==> src/rtl/div6_restoring_ctrl.sv <==
// div6_restoring_ctrl: 6-bit restoring divider sequencing an external combinational borrow-ripple subtractor
module div6_restoring_ctrl (
  input  logic       clk,
  input  logic       rst_n,
  input  logic       start,
  input  logic [5:0] dividend,
  input  logic [5:0] divisor,
  output logic [5:0] sub_a,
  output logic [5:0] sub_b,
  input  logic [5:0] sub_d,
  input  logic       sub_bout,
  output logic       busy,
  output logic       done,
  output logic [5:0] quotient,
  output logic [5:0] remainder,
  output logic       div_by_zero
);
  typedef enum logic [1:0] {IDLE, ITER, DONE} state_t;
  state_t state, state_nx;
  logic [5:0] r, q, d;
  logic [2:0] cnt;
  logic [6:0] s;
  logic       acc;
  logic [5:0] r_nx, q_nx;
  assign s    = {r, q[5]};
  // s[6] set means the shifted remainder already exceeds any 6-bit divisor
  assign acc  = s[6] | ~sub_bout;
  assign r_nx = acc ? sub_d : s[5:0];
  assign q_nx = {q[4:0], acc};
  always_ff @(posedge clk or negedge rst_n)
    if (!rst_n) state <= IDLE;
    else        state <= state_nx;
  always_comb
    state_nx = state == IDLE ? (start ? (divisor == '0 ? DONE : ITER) : IDLE) :
               state == ITER ? (cnt == 3'd5 ? DONE : ITER) : IDLE;
  always_comb begin
    busy  = state == ITER;
    done  = state == DONE;
    sub_a = busy ? s[5:0] : '0;
    sub_b = busy ? d : '0;
  end
  always_ff @(posedge clk or negedge rst_n)
    if (!rst_n) begin
      r           <= '0;
      q           <= '0;
      d           <= '0;
      cnt         <= '0;
      quotient    <= '0;
      remainder   <= '0;
      div_by_zero <= 1'b0;
    end else if (state == IDLE && start) begin
      if (divisor != '0) begin
        r   <= '0;
        q   <= dividend;
        d   <= divisor;
        cnt <= '0;
      end else begin
        quotient    <= 6'h3f;
        remainder   <= dividend;
        div_by_zero <= 1'b1;
      end
    end else if (state == ITER) begin
      r   <= r_nx;
      q   <= q_nx;
      cnt <= cnt + 3'd1;
      if (cnt == 3'd5) begin
        quotient    <= q_nx;
        remainder   <= r_nx;
        div_by_zero <= 1'b0;
      end
    end
endmodule

==> config.mk <==
export PLATFORM = sky130hd
export DESIGN_NAME = div6_restoring_ctrl
export DESIGN_NICKNAME = d
export VERILOG_FILES = /design/src/rtl/div6_restoring_ctrl.sv
export SDC_FILE = /design/constraint.sdc
export NUM_CORES = 1
export LEC_CHECK = 0
export CAP_MARGIN = 20
export CELL_PAD_IN_SITES_DETAIL_PLACEMENT = 0
export CELL_PAD_IN_SITES_GLOBAL_PLACEMENT = 1
export CORE_ASPECT_RATIO = 1.5
export CORE_MARGIN = 2
export CORE_UTILIZATION = 39
export DETAILED_ROUTE_END_ITERATION = 10
export PLACE_DENSITY_LB_ADDON = 0.3
export SETUP_SLACK_MARGIN = 0.02
export SLEW_MARGIN = 0
export SYNTH_ARGS = -nofsm -noshare
export SYNTH_HDL_FRONTEND = slang
export SYNTH_SLANG_ARGS = --single-unit
==> constraint.sdc <==
create_clock -name clk -period 4.2 [get_ports clk]
set_input_delay 0.84 -clock clk [delete_from_list [all_inputs] [get_ports clk]]
set_output_delay 0.84 -clock clk [all_outputs]
set_load 0.005 [all_outputs]
## Word-level counts from Yosys, hierarchy flattened

Cells that the tools add are included.

| storage, ports and cells | value |
|---|---|
| register bits | 36 |
| bits of input ports | 22 |
| word-level logic and storage cells | 54 |
| output and inout port bits | 27 |

| cells by class | value |
|---|---|
| $add $sub $neg | 1 |
| equal/unequal tests | 5 |
| bitwise gates (word level) | 2 |
| reduce and logical (&&, ||, !) cells | 9 |
| multiplexer cells | 29 |

Operators with widths:

| kind | number |
|---|---|
| 2-to-1 mux 6 bit | 17 |
| 2-to-1 mux 2 bit | 5 |
| 2-to-1 mux 3 bit | 3 |
| logical NOT 6 bit | 1 |
| nonzero test 6 bit | 1 |
| 2-to-1 mux 1 bit | 4 |
| AND reduction 2 bit | 2 |
| nonzero test 2 bit | 2 |
| adder 3 x 1 -> 3 bit (second input constant) | 1 |
| equality test 3 bit (second input constant) | 1 |
| AND reduction 3 bit | 1 |
| equality test 2 x 1 -> 1 bit (second input constant) | 1 |
| equality test 2 bit (second input constant) | 1 |
| logical NOT 2 bit | 1 |
| != test 2 x 1 -> 1 bit (second input constant) | 1 |
| != test 2 bit (second input constant) | 1 |
| logical AND 1 bit | 1 |
| inverter 1 bit | 1 |
| OR 1 bit | 1 |

## Depth between registers and ports, before layout

| depth | value |
|---|---|
| depth after elaboration | 6 |
| mapped depth | 7 |
| mapped depth without buffers | 6 |

## Least setup slack after synthesis

Ideal clock, no wire load.

| timing | value |
|---|---|
| path kind | register to output |
| from | reg state[1] |
| to | out sub_a[0] |
| buffers on the path | 2 |
| slack | 2.184 ns |
| stages on the path, launching flop included | 6 |
| data arrival time | 1.176 ns |
| cells stage by stage | dfrtp_1 nand2b_1 buf_2 inv_1 clkbuf_1 and2_1 |

| on the way | value |
|---|---|
| word-level cells in the longest chain between the ends | 2 |

RTL lines:

| element | RTL line | RTL |
|---|---|---|
| start: declaration | 19 | `state_t state, state_nx;` |
| start signal: assignment | 32 | `else state <= state_nx;` |
| equality test 2 x 1 -> 1 bit | 37 | `busy = state == ITER;` |
| 2-to-1 mux 6 bit | 39 | `sub_a = busy ? s[5:0] : '0;` |
| end: declaration | 8 | `output logic [5:0] sub_a,` |

Every way passes these cells.

## Final worst setup path

| timing | value |
|---|---|
| from | reg state[1] |
| to | out sub_b[0] |

| on the way | value |
|---|---|
| word-level cells in the longest chain between the ends | 2 |

RTL lines:

| element | RTL line | RTL |
|---|---|---|
| equality test 2 x 1 -> 1 bit | 37 |  |
| 2-to-1 mux 6 bit | 40 | `sub_b = busy ? d : '0;` |
| end: declaration | 9 | `output logic [5:0] sub_b,` |

Every way passes these cells.

==> run metrics <==
row cnt=30; post-synth net total=190; Max FO, Critical Path=21; Detail Route Antenna Nets=0; CP startpoint kind=flip-flop; GR Util All Layers=19.1%; io pins=49; Final Max Tran Viols=0; pin count of the biggest net entering global routing=37; CP Depth=5; Die W=59.1 µm; sequential fraction of the synthesis area=50.7%; clk slew on worst S/H paths=0.08 ns; Final #Nets=between 200 and 250; Crit. End Element=output port; DRC Markers=0; GPL Wtd Cong=0.837; CTS Sinks=36; sequential cell area=~900 µm²; Final min period=3.13 ns; status=completed; share of post-route cells with drive strength above 1=14.4%; area of the multi-input gates=796 µm²; initial antenna violation count=0; synth top area cells=dfrtp_1 51%, o221a_2 5.1%, and2_1 4.2%; Hold Buf Count CTS=0; post-synth top area cell=dfrtp_1; worst skew pair latency=0.29 ns; die area=5120 µm²; CP bufs+invs=3; Largest delay share family, worst path=buffers and inverters; P_leak=0.999 nW; RSZ-0062 raised after global routing=no; first-pass GRT wire length=7.44 mm; cell area after synthesis=1780 µm²; WS Path Type=reg2out; initial DRC count=50; WHS Path Cells=2; Syn Inst Count=166; max cap viols=0; CP arrival=2.29 ns; Synth top area share=50.7%; Hold Path Class=reg2reg; Post-Syn Area per Cell=10.7 µm²; Critical Path RT=~3.4 ns; clk_skew=around 0.012 ns; pwr dens=approximately 750 nW/µm²; slowest cell delay on critical path=0.51 ns; CTS H-Tree Depth=2; CTS max path bufs=2; vias in the first global route=1520; Num CTS Buffers=5; GRT Residual Overflow=0; final hold viol count=0; final setup vio count=0; Syn-to-layout area delta=36.3%; worst hold margin=0.474 ns; #FFs+latches synth=36; measured slew at the worst slew-check pin=0.597 ns; Detailed Place HPWL=between 3 and 4 mm; Synth warnings=0; CTS tree=yes; DR pass1 iterations=4; commonest non-fill, non-tap cells in the layout=48 x clkdlybuf4s50_1, 36 x dfrtp_1, 14 x nand2_1; Routed WL=4.43 mm; Final Cycle Share=between 70% and 80%; routed len/inst=about 17 µm; PortBufs=48; Filler Cell Count=about 400; Max-slew headroom=between 60 and 70%; critical-path cell list=nand2b_1 -> buf_4 -> inv_1 -> and2_1 -> clkdlybuf4s50_1; Die Ht=86.6 µm; clock root buffer=clkbuf_8; most common cell after layout, fill and taps aside=clkdlybuf4s50_1; post-cts resize count=0; fmax=320 MHz; post-synth cell types=40; Slowest-stage cell, CP=clkdlybuf4s50_1; Max VDD drop=0.000348 V; core box area=4470 µm²; DR vias=1453; vias per std cell=5.52; diodes inserted=0; setup tns final=0 ns; starting density of the core=between 30% and 40%; Worst Reg-to-Reg Cells=5; post-CTS setup buffer count=0
## per-layer routing
layer / vias to the layer above / wire, µm / global-route usage [%] / share of wire (%)
met1: 704 / 1830 / 23.2 / 41
met5: - / 0 / 0 / 0
li1: 691 / - / - / -
met4: 0 / 72 / 7.85 / 1.6
met3: 7 / 217 / 3.43 / 4.9
met2: 51 / 2310 / 32.6 / 52
## area by class of cell
cell class	count	area share [%]
Clock buffer	7	3.98
Inverter	9	1.40
Tap cell	48	2.48
Multi-Input combinational cell	111	32.9
Clock inverter	1	1.24
Timing Repair Buffer	51	20.8
Sequential cell	36	37.2
## final timing paths
check | start | endpoint | slack, ns
max | state[1]$_DFF_PN0_ | sub_b[0] | 1.07
min | div_by_zero$_DFFE_PN0P_ | div_by_zero$_DFFE_PN0P_ | 0.47
max reg2reg | cnt[0]$_DFFE_PN0P_ | remainder[3]$_DFFE_PN0P_ | 2.26
min reg2reg | div_by_zero$_DFFE_PN0P_ | div_by_zero$_DFFE_PN0P_ | 0.47
max in group asynchronous | rst_n | cnt[0]$_DFFE_PN0P_ | 2.89
min in group asynchronous | rst_n | q[5]$_DFFE_PN0P_ | 0.97
## logic make-up (layout without fill, tap and decap cells)
logic type,after synthesis,in the layout,share of synthesized area [%]
buffers and inverters,19,68,4.44
muxes,9,9,5.36
adders and majority gates,2,2,1.41
and+or+nand+nor,64,64,21.1
AOI/OAI and AO/OA,36,36,17.0
DFF,36,36,50.7
## worst min-delay path: cells and delay by family, from the launching register on
family | cells | cell delay, ns
flip-flops | 1 | 0.34
AND/OR/NAND/NOR | 2 | 0.10
## synth_stat cells
library cell	number
o211ai_1	2
buf_2	3
o21ai_4	1
nand3_2	1
nor4_1	4
and4b_1	1
a31oi_1	1
o22ai_1	7
nor2b_1	2
nor2_1	10
dfrtp_1	36
a221oi_1	4
and2_1	12
nand4b_1	1
nor4_4	1
nand3_1	1
buf_1	1
a22oi_1	1
nand2_1	14
or2_2	1
a22o_1	2
nand3b_1	2
a21oi_1	5
o21a_1	1
nand2b_1	9
mux2_2	4
or3b_1	1
o221a_2	8
nor3b_2	1
a31oi_2	1
a31o_2	1
buf_4	1
clkbuf_1	5
nor3_1	2
a21oi_2	1
ha_1	2
or4_1	1
o21bai_1	1
mux2i_1	5
inv_1	9
## where the power goes
group / internal [W] / total (W) / switching, W / leakage [nW]
Clock: 0.000209 / 0.000332 / 0.000123 / 0.0645
Combinational: 0.000485 / 0.000842 / 0.000357 / 0.521
Sequential: 0.000516 / 0.000635 / 0.000119 / 0.413
## through the flow
| step | area [µm²] | worst slack, ns | power (W) | instances | util, % |
|---|---|---|---|---|---|
| after floorplan | 1780 | 2.18 | 0.00109 | 166 | - |
| after global placement | 2290 | 1.44 | 0.00146 | 255 | 51.3 |
| after detailed placement | 2290 | 1.38 | 0.00149 | 255 | 51.3 |
| after CTS | 2420 | 1.04 | 0.00183 | 263 | 54.2 |
| after global routing | 2420 | 0.885 | 0.00194 | 263 | 54.2 |
| final | 2420 | 1.07 | 0.00181 | 263 | 54.2 |
## sequential cells by signal, indices dropped and copies added, names as in the netlist
signal,count
remainder,6
quotient,6
r,6
cnt,3
div_by_zero,1
q,6
d,6
state,2
Note: power is estimated with default switching activity, not from simulation.
